File: src/rtl/reg_file_sb.sv
// reg_file_sb: integer register file with two combinational read ports, one
// write port, a per-register pending scoreboard and a sequential clear engine
// that zeroes one entry per cycle after reset or on request.
// Optional macro REGFILE_BYPASS_EN: same-cycle write-through to the read ports.
`timescale 1ns/1ps
module reg_file_sb #(
    parameter int XLEN     = 32,
    parameter int AW       = 5,
    parameter int ZERO_REG = 1
) (
    input  logic            clk,
    input  logic            rst_n,
    input  logic            clr_req,
    output logic            ready,
    input  logic [AW-1:0]   rs1_addr,
    input  logic [AW-1:0]   rs2_addr,
    output logic [XLEN-1:0] rs1_data,
    output logic [XLEN-1:0] rs2_data,
    output logic            rs1_pend,
    output logic            rs2_pend,
    input  logic            RegWrite,
    input  logic [AW-1:0]   rd_addr,
    input  logic [XLEN-1:0] rd_data,
    input  logic            iss_valid,
    input  logic [AW-1:0]   iss_rd
);
    localparam int NREGS = 2**AW;

    typedef enum logic {S_CLEAR, S_IDLE} state_t;

    state_t            state, state_nx;
    logic [AW-1:0]     cnt, cnt_nx;
    logic [NREGS-1:0]  pend;
    logic [XLEN-1:0]   mem [NREGS];
    logic              we, iss;

    assign ready = (state == S_IDLE);

    // A clr_req in the same cycle drops both the write and the issue.
    assign we  = ready && !clr_req && RegWrite &&
                 !((ZERO_REG != 0) && (rd_addr == '0));
    assign iss = ready && !clr_req && iss_valid &&
                 !((ZERO_REG != 0) && (iss_rd == '0));

    // State and sweep counter register.
    always_ff @(posedge clk or negedge rst_n) begin
        if (!rst_n) begin
            state <= S_CLEAR;
            cnt   <= '0;
        end else begin
            state <= state_nx;
            cnt   <= cnt_nx;
        end
    end

    // Next-state: sweep through every entry, then idle until a clear request.
    always_comb begin
        state_nx = state;
        cnt_nx   = cnt;
        case (state)
            S_CLEAR: begin
                cnt_nx = cnt + AW'(1);
                if (cnt == AW'(NREGS - 1)) state_nx = S_IDLE;
            end
            S_IDLE: begin
                if (clr_req) begin
                    state_nx = S_CLEAR;
                    cnt_nx   = '0;
                end
            end
            default: state_nx = S_CLEAR;
        endcase
    end

    // Storage has no reset; the sweep is what zeroes it.
    always_ff @(posedge clk) begin
        if (state == S_CLEAR)
            mem[cnt] <= '0;
        else if (we)
            mem[rd_addr] <= rd_data;
    end

    // Scoreboard: writeback clears, issue sets; issue is applied last so a
    // same-address issue and write leaves the entry pending (new producer).
    always_ff @(posedge clk or negedge rst_n) begin
        if (!rst_n) begin
            pend <= '0;
        end else if (ready && clr_req) begin
            pend <= '0;
        end else begin
            if (we)  pend[rd_addr] <= 1'b0;
            if (iss) pend[iss_rd]  <= 1'b1;
        end
    end

    logic [1:0][AW-1:0]   ra;
    logic [1:0][XLEN-1:0] rdat;
    logic [1:0]           rpnd;

    assign ra       = {rs2_addr, rs1_addr};
    assign rs1_data = rdat[0];
    assign rs2_data = rdat[1];
    assign rs1_pend = rpnd[0];
    assign rs2_pend = rpnd[1];

    // Combinational read ports; everything reads 0 while the sweep runs.
    always_comb begin
        rdat = '0;
        rpnd = '0;
        for (int p = 0; p < 2; p++) begin
            if (ready && !((ZERO_REG != 0) && (ra[p] == '0))) begin
`ifdef REGFILE_BYPASS_EN
                if (we && (rd_addr == ra[p])) begin
                    rdat[p] = rd_data;
                    rpnd[p] = 1'b0;
                end else begin
                    rdat[p] = mem[ra[p]];
                    rpnd[p] = pend[ra[p]];
                end
`else
                rdat[p] = mem[ra[p]];
                rpnd[p] = pend[ra[p]];
`endif
            end
        end
    end
endmodule

File: config.mk
export PLATFORM = sky130hd
export DESIGN_NAME = reg_file_sb
export DESIGN_NICKNAME = d
export VERILOG_FILES = /design/src/rtl/reg_file_sb.sv
export SDC_FILE = /design/constraint.sdc
export NUM_CORES = 1
export LEC_CHECK = 0
export BUFFER_PORTS_ARGS = -buffer_cell sky130_fd_sc_hd__buf_2
export CORE_UTILIZATION = 41
export DETAILED_ROUTE_END_ITERATION = 10
export GPL_ROUTABILITY_DRIVEN = 1
export PLACE_DENSITY_LB_ADDON = 0.08
export SLEW_MARGIN = 5
export SYNTH_ARGS = -nofsm -noshare
export SYNTH_HDL_FRONTEND = slang
export SYNTH_SLANG_ARGS = --single-unit
File: constraint.sdc
create_clock -name clk -period 2.9 [get_ports clk]
set_clock_uncertainty 0.05 [all_clocks]
set_input_delay 0.145 -clock clk [delete_from_list [all_inputs] [get_ports clk]]
set_output_delay 0.145 -clock clk [all_outputs]
set_load 0.05 [all_outputs]
* Word-level counts from Yosys, hierarchy flattened
Memories as Yosys holds them, arrays and structs flattened. Cells that the tools add are included.
Operators by class: reduce and logical (&&, ||, !) cells 20, order comparisons 6, muxes and demuxes 28, bitwise gates (word level) 4, equal/unequal tests 2, $add $sub $neg 1
Operator list (number):
- 2-to-1 mux 32 bit | 7
- bitwise AND 32 bit | 1
- inverter 32 bit | 1
- OR 32 bit | 1
- OR reduction 32 bit | 1
- < comparator 5 x 6 -> 1 bit, second input constant | 4
- zero test 5 bit | 4
- 2-to-1 mux 1 bit | 13
- binary-select mux 1 bit (select 5 bit) | 2
- demux 1 bit (select 5 bit) | 2
- greater-or-equal comparator 5 x 1 -> 1 bit, second input constant | 2
- logical AND 1 bit | 10
- 2-to-1 mux 5 bit | 2
- case mux 5 bit (2 select lines) | 1
- adder 5 x 1 -> 5 bit, second input constant | 1
- equality test 5 bit, second input constant | 1
- zero test 1 bit | 5
- inequality test 2 bit, second input constant | 1
- case mux 1 bit (2 select lines) | 1
- inverter 1 bit | 1
Word-level totals: memory bits (writable) 1024, memories kept 1, register bits 38, input bits 57
Memory list:
- mem | words 32, width 32, rd ports 2, clocked after Yosys merged registers in 0, wr ports 1, line 34 | logic [XLEN-1:0] mem [NREGS];

* Logic depth before layout (Yosys ltp)
Gate-level depths: netlist of the first run.
depth after elaboration 11, depth in mapped cells 8

* Worst setup path after synthesis of the first run
OpenSTA, ideal clock, no wires.
kind register to register, start point register state (netlist: ready), end point memory mem[20][0] (enable), data arrival time 3.053 ns, setup slack -0.624 ns, period minus slack after synthesis 3.524 ns, cell stages (with the launch flop) 7, buffers on the path 2, path through dfrtp_1 -> buf_2 -> and3b_1 -> clkbuf_1 -> and4b_1 -> a31oi_1 -> nor2_1
On the way: cells in the longest elaborated chain, start to end 8
RTL lines:
- from (decl) | line 31 | state_t state, state_nx;
- from (signal assigned) | line 51 | state <= state_nx;
- logical AND 1 bit (3 in series) | line 40 | assign we = ready && !clr_req && RegWrite &&
- 2-to-1 mux 1 bit | line 79 | else if (we)
- 2-to-1 mux 1 bit | line 77 | if (state == S_CLEAR)
- 2-to-1 mux 1 bit (not written as such) | line 80 | mem[rd_addr] <= rd_data;
- OR reduction 32 bit (no line)
- 2-to-1 mux 5 bit (no line) / 2-to-1 mux 1 bit (equally long branches)
- to (decl) | line 34
Parallel ways exist; a longest one is shown, timed or not.

* Worst setup path after layout of the first run
start point register state (netlist: ready), end point output rs1_data[6]
On the way: cells in the longest elaborated chain, start to end 2
RTL lines:
- logical AND 1 bit | line 111 | if (ready && !((ZERO_REG != 0) && (ra[p] == '0))) begin
- 2-to-1 mux 32 bit | line 111
- to (decl) | line 17 | output logic [XLEN-1:0] rs1_data,
Every way passes these cells.

==> flow_summary.json, run 1 <==
{
  "grt_util_met3_pct": 5.30,
  "ant_nets": 0,
  "rsz0062_at_grt": "yes",
  "grt_max_degree": 64,
  "antenna_found_initial": 8,
  "hold_viol": 0,
  "tightestPinTransition_ns": 1.21,
  "holdWs_ns": 0.0284,
  "p_per_area_nw_per_um2": 695,
  "cp_max_fo": 7,
  "dr_total_vias": 33900,
  "die_y_um": 353,
  "post-route-drc-count": 0,
  "slew_viol_final": 0,
  "via_per_inst": 6.55,
  "setup_viol": 35,
  "netlist_area_um2": 50400,
  "synth-edff-count": 1024,
  "cts_max_path_buffers": 3,
  "p_leak_nw": 21.2,
  "htree_levels": 3,
  "gr-total-overflow": 0,
  "num_io_pins": 124,
  "drive_gt1_share_pct": 35.2,
  "die_w_um": 353,
  "grt_pass1_vias": 34503,
  "synthDistinctLibCells": 58,
  "max_freq_mhz": 328,
  "timing.final.crit_period_ns": 3.05,
  "hold_path.class": "in2reg",
  "syn-num-nets": 3167,
  "drv_cap": 0,
  "dpl_cell_area_um2": 55700,
  "io_buffers": 123,
  "cts_tree": "yes",
  "grt_use_total_pct": 30.8,
  "dp.cells": 4860,
  "design_area_um2": 61700,
  "use_met2_pct": 49.3,
  "die_area_um2": 124000,
  "numCtsBuffers": 117,
  "drt_first_pass_iters": 7,
  "synth-seq-area-share_pct": 62.8,
  "peakVddDrop_mv": 0.588,
  "grt_pass1_wl_um": 268000,
  "status": "finished with violations",
  "ys.flop_type": "edfxtp_1",
  "finalNetCount": 3506,
  "critPathRequiredTime_ns": 2.71,
  "end_kind": "primary output",
  "clk_latency_ns": 0.72,
  "grtUsageMet1_pct": 42.0,
  "reg2reg_depth": 9,
  "syn_avg_cell_area_um2": 16.2,
  "grt-busiest-layer": "met2",
  "violations": "setup timing",
  "critical_path_class": "reg2out",
  "synthArstFlopShare_pct": 3.58,
  "fill_cells": 9978,
  "clkTransAtPathRegs_ns": 0.06,
  "drt_iter0_drc": 4134,
  "cts_sinks": 1062,
  "place_hpwl_um": 118000,
  "gp_congestion": 0.866,
  "startpoint_type": "register",
  "clock-root-buffer": "clkbuf_16",
  "post-route-util_pct": 50.7,
  "holdPathStages": 2,
  "yosysWarningCount": 0,
  "setup_tns_ns": -2.00,
  "coreArea_um2": 122000,
  "totalWireLength_um": 195000,
  "syn_to_final_growth_pct": 22.4,
  "instances_no_fill": 5177,
  "netlist_instances": 3108,
  "wl_per_cell_um": 37.8,
  "worst_slack_ns": -0.145,
  "initial_core_util_pct": 41.4,
  "slew_headroom_pct": 19.6,
  "finalCritPeriodShare_pct": 105,
  "ys_ff_latch": 1062,
  "arrival_ns": 2.85,
  "std_cell_rows": 128
}
==> metrics by stage <==
stage | total power, mW | worst slack [ns]
finish | 42.9 | -0.145
global route | 44.0 | -0.203
CTS | 42.9 | -0.194
detailed placement | 27.4 | 0.151
global placement | 27.3 | 0.137
floorplan | 23.4 | -0.508
==> routing by layer <==
layer  part of all wire, %  wire (µm)
met1                    40      78100
met2                    47      91300
met3                   9.0      17600
met4                   4.3       8380
met5                0.0067         13
==> Yosys cell counts, drive strengths merged, types with 3 or more instances <==
library cell  count  share of area, %
nor3b             9              0.17
mux2            201               4.5
a21oi            42              0.42
a22o             35              0.61
nor3             11              0.11
nand3            70              0.69
and4b             4             0.079
nor2             50              0.38
or2               3             0.037
nand2            68              0.51
or3              67              0.83
nand3b            5             0.082
nand4            65              0.81
o22ai            67              0.83
a22oi           169               2.5
o21ai            80              0.79
mux2i           265               5.3
nor2b            75              0.93
and3             39              0.48
dfrtp            38               1.9
inv               5             0.037
nor4b             3             0.089
o211ai            3             0.045
a31oi            40              0.50
a21o              3             0.045
clkbuf          114              0.85
a32o             21              0.42
and2             42              0.52
nand2b            5             0.062
a211oi           68               1.0
buf             136               1.5
mux4            261                12
edfxtp         1024                61
==> worst max-delay path, stage by stage (launching register included) <==
cell and delay (ns):
dfrtp_2 0.43, buf_12 0.15, nor3b_4 0.16, buf_6 0.14, and2_4 0.18, buf_12 0.16, a21oi_2 0.13, nand4_1 0.43
buf_12 0.33
==> state kept, by name (all words and copies together), names as in the netlist <==
signal and count:
ready 1, pend 32, mem 1024, cnt 5
==> cell families (layout without fill, tap and decap cells) <==
family | Yosys count | in the layout | synth area share [%]
buf+inv | 255 | 695 | 2.43
flops | 1062 | 1062 | 62.8
compound gates | 536 | 536 | 7.32
mux | 727 | 727 | 21.4
xor+xnor | 2 | 2 | 0.0347
other cells | 0 | 4 | 0
fa+ha+maj | 2 | 2 | 0.0496
simple gates | 524 | 524 | 5.93
==> cells in the final DEF, fill, tap and decap left out, types with 15 or more instances in the layout <==
cell type,synthesis,layout
edfxtp_1,1024,1024
mux2i_1,265,265
mux4_2,261,261
mux2_2,201,201
buf_4,35,172
a22oi_1,169,150
buf_12,0,138
clkbuf_16,0,123
nor2b_1,75,71
nand3_1,70,69
a211oi_1,68,68
o22ai_1,67,67
nand4_1,65,65
or3_1,67,57
nand2_1,67,55
o21ai_0,78,55
buf_6,3,55
buf_2,90,54
and3_1,39,37
dfrtp_1,38,37
nor2_4,0,36
a21oi_1,41,34
a31oi_1,40,31
clkinv_1,0,31
a22o_1,35,28
clkinv_2,0,27
dlygate4sd3_1,0,27
and2_1,40,22
a32o_1,21,21
a22oi_2,0,19
and2_2,0,17
bufinv_16,0,15
==> final cells by class <==
class                      count  area [µm²]  share of cell area (%)
sequential                  1062       31700                    51.3
multi-input combinational   1791       18400                    29.8
timing repair buffer         470        5670                    9.18
clock buffer                 133        3040                    4.92
tap                         1625        2030                    3.29
clock inverter                87         871                    1.41
inverter                       5        22.5                  0.0365
antenna                        4        10.0                  0.0162
==> power by group <==
group / internal, mW / switching [mW]
clock: 8.84 / 6.44
combinational: 3.00 / 5.32
sequential: 18.6 / 0.671
==> worst paths after layout <==
kind	slack, ns	end	startpoint
setup / recovery	-0.15	rs1_data[6]	ready$_DFF_PN0_
hold / removal	0.03	mem[11][10]$_DFFE_PP_	rd_data[10]
setup reg to reg	0.07	pend[5]$_DFF_PN0_	ready$_DFF_PN0_
hold reg to reg	0.50	pend[16]$_DFF_PN0_	pend[16]$_DFF_PN0_
max in group asynchronous	2.12	ready$_DFF_PN0_	rst_n
min in group asynchronous	0.05	pend[0]$_DFF_PN0_	rst_n
==> repair_timing <==
action	in CTS	in global routing
hold buffers	28	0
pin swaps	60	57
resized for setup	195	78
setup endpoints to repair	66	420
cloned	5	4
endpoints found under the hold margin	75	0
setup buffers	44	22
Power figures use the tool's default switching activity.
==> run 2, diff against run 1 <==
--- a/config.mk
+++ b/config.mk
@@ -10,6 +10,7 @@
 export DETAILED_ROUTE_END_ITERATION = 10
 export GPL_ROUTABILITY_DRIVEN = 1
 export PLACE_DENSITY_LB_ADDON = 0.08
+export RECOVER_POWER = 100
 export SLEW_MARGIN = 5
 export SYNTH_ARGS = -nofsm -noshare
 export SYNTH_HDL_FRONTEND = slang
==> run 2 against run 1 <==
Effect of this change:
- the flow finishes with violations (capacitance limit, slew limit, setup timing)
- maximum frequency increased by 0.19%
- routed wire length about the same
- global-route usage unchanged
- utilization about the same
- die area unchanged
- critical path type unchanged
- largest power group unchanged
==> flow_summary.json, run 2 (synthesis gave the netlist of run 1 again) <==
{
  "hold_path.class": "in2reg",
  "hp-start": "rd_data[10]",
  "drt_iter0_drc": 4134,
  "dr_total_vias": 33877,
  "slew_headroom_pct": -48.7,
  "violations": "capacitance limit, slew limit, setup timing",
  "syn_to_final_growth_pct": 22.4,
  "post-route-util_pct": 50.7,
  "reg_top3": "mem x1024, pend x32, cnt x5",
  "htree_levels": 3,
  "holdPathStages": 2,
  "clkTransAtPathRegs_ns": 0.06,
  "cts_max_path_buffers": 3,
  "arrival_ns": 2.84,
  "critPathRequiredTime_ns": 2.71,
  "path_cells": "buf_12 -> nor3b_4 -> buf_6 -> and2_4 -> buf_12 -> a21oi_2 -> nand4_1 -> buf_12",
  "grt-busiest-layer": "met2",
  "r2r-start": "ready$_DFF_PN0_",
  "critical_path_class": "reg2out",
  "grt_use_total_pct": 30.8,
  "setup_viol": 35,
  "drv_cap": 1,
  "via_per_inst": 6.54,
  "fill_cells": 9980,
  "finalCritPeriodShare_pct": 105,
  "reg2reg_depth": 9,
  "slew_viol_final": 39,
  "io_buffers": 123,
  "crit_family": "buffers and inverters",
  "ant_nets": 0,
  "cpMostUsedCell": "buf_12",
  "rsz0062_at_grt": "yes",
  "regMostFlops": "mem",
  "cts_tree": "yes",
  "peakVddDrop_mv": 0.588,
  "final_cell_mix": "1024 x edfxtp_1, 265 x mux2i_1, 261 x mux4_2, 201 x mux2_2, 171 x buf_4",
  "numCtsBuffers": 117,
  "drive_gt1_share_pct": 35.2,
  "instances_no_fill": 5177,
  "post-route-drc-count": 0,
  "path_buf_inv": 4,
  "place_hpwl_um": 118000,
  "initial_core_util_pct": 41.4,
  "p_leak_nw": 21.2,
  "gr-total-overflow": 0,
  "worst_slack_ns": -0.139,
  "slowest_delay_ns": 0.43,
  "worst-r2r-setup-slack_ns": 0.07,
  "gp_congestion": 0.866,
  "grt_pass1_vias": 34503,
  "hold_viol": 0,
  "clk_latency_ns": 0.72,
  "wl_per_cell_um": 37.7,
  "grt_max_degree": 64,
  "drt_first_pass_iters": 8,
  "slowest_stage": "dfrtp_2",
  "tightestPinTransition_ns": 2.23,
  "std_cell_rows": 128,
  "clock-root-buffer": "clkbuf_16",
  "die_y_um": 353,
  "use_met2_pct": 49.3,
  "die_area_um2": 124000,
  "timing.final.crit_period_ns": 3.04,
  "grtUsageMet1_pct": 42.0,
  "grt_util_met3_pct": 5.30,
  "cts_sinks": 1062,
  "antenna_found_initial": 8,
  "max_freq_mhz": 329,
  "largest_reg_flops": 1024,
  "end_kind": "primary output",
  "grt_pass1_wl_um": 268000,
  "power.total_mw": 42.9,
  "startpoint_type": "register",
  "hold_end": "mem[11][10]$_DFFE_PP_",
  "coreArea_um2": 122000,
  "r2r_end": "pend[5]$_DFF_PN0_",
  "final_common_cell": "edfxtp_1",
  "p_per_area_nw_per_um2": 695,
  "totalWireLength_um": 195000,
  "status": "finished with violations",
  "die_w_um": 353,
  "num_io_pins": 124,
  "cp_num_cells": 8,
  "dp.cells": 4860,
  "finalNetCount": 3506,
  "cp_max_fo": 7
}
[run 2: cell count changes in the layout (fill, tap and decap cells not counted), sizes merged]
cell / previous run / this run
buf: 434 / 432
clkbuf: 140 / 142
[run 2: how the worst max path moves through the flow]
stage / to / startpoint / slack, ns
2_1_floorplan: mem[5][0]$_DFFE_PP_ / ready$_DFF_PN0_ / -0.51
3_3_place_gp: rs1_data[24] / rs1_addr[1] / 0.14
3_5_place_dp: mem[24][7]$_DFFE_PP_ / ready$_DFF_PN0_ / 0.15
4_1_cts: rs1_data[6] / ready$_DFF_PN0_ / -0.19
5_1_grt: rs1_data[6] / ready$_DFF_PN0_ / -0.20
6_report: rs1_data[6] / ready$_DFF_PN0_ / -0.14
[run 2: routing by layer]
metal,wire length (µm),vias to the layer above
li1,-,13581
met1,78100,17958
met2,91300,1939
met3,17500,397
met4,8470,2
met5,13,-
[run 2: worst register-to-register path, stage by stage (launching register included)]
cell           delay (ns)
dfrtp_2              0.40
buf_6                0.12
buf_4                0.12
buf_4                0.15
nand3b_4             0.14
nor4b_4              0.36
nand3b_1             0.12
dlygate4sd3_1        0.58
a21oi_1              0.14
dlygate4sd3_1        0.58
[run 2: repair_timing]
action                                  CTS  global route
buffers inserted                         44            22
endpoints found under the hold margin    75             0
endpoints found under the setup margin   66           420
gates cloned                              5             4
resized for setup                       195            78
hold buffers                             28             0
pin swaps                                60            57
[run 2: power breakdown]
group	total, mW	leakage, nW	internal, mW	switching (mW)
Clock	15.3	1.91	8.84	6.43
Combinational	8.31	9.20	2.99	5.32
Sequential	19.3	10.1	18.6	0.670
[run 2: layout make-up]
type	count	area, µm²	share of cell area [%]
flip-flops and latches	1062	31700	51.3
well taps	1625	2030	3.29
clock inverters	87	871	1.41
multi-input cells	1791	18400	29.8
diodes	4	10.0	0.0162
clock buffers	133	3040	4.92
repair buffers	470	5660	9.17
inverters	5	22.5	0.0365
[run 2: through the flow]
stage | hold slack, ns | setup TNS (ns) | worst slack [ns] | cell area (µm²)
3_5_place_dp | 0.261 | 0 | 0.151 | 55700
3_3_place_gp | 0.240 | 0 | 0.137 | 55700
2_1_floorplan | -0.201 | -145.30 | -0.508 | 50600
6_report | 0.0287 | -1.88 | -0.139 | 61700
4_1_cts | 0.00671 | -3.79 | -0.194 | 61200
5_1_grt | 0.0593 | -4.38 | -0.203 | 61700
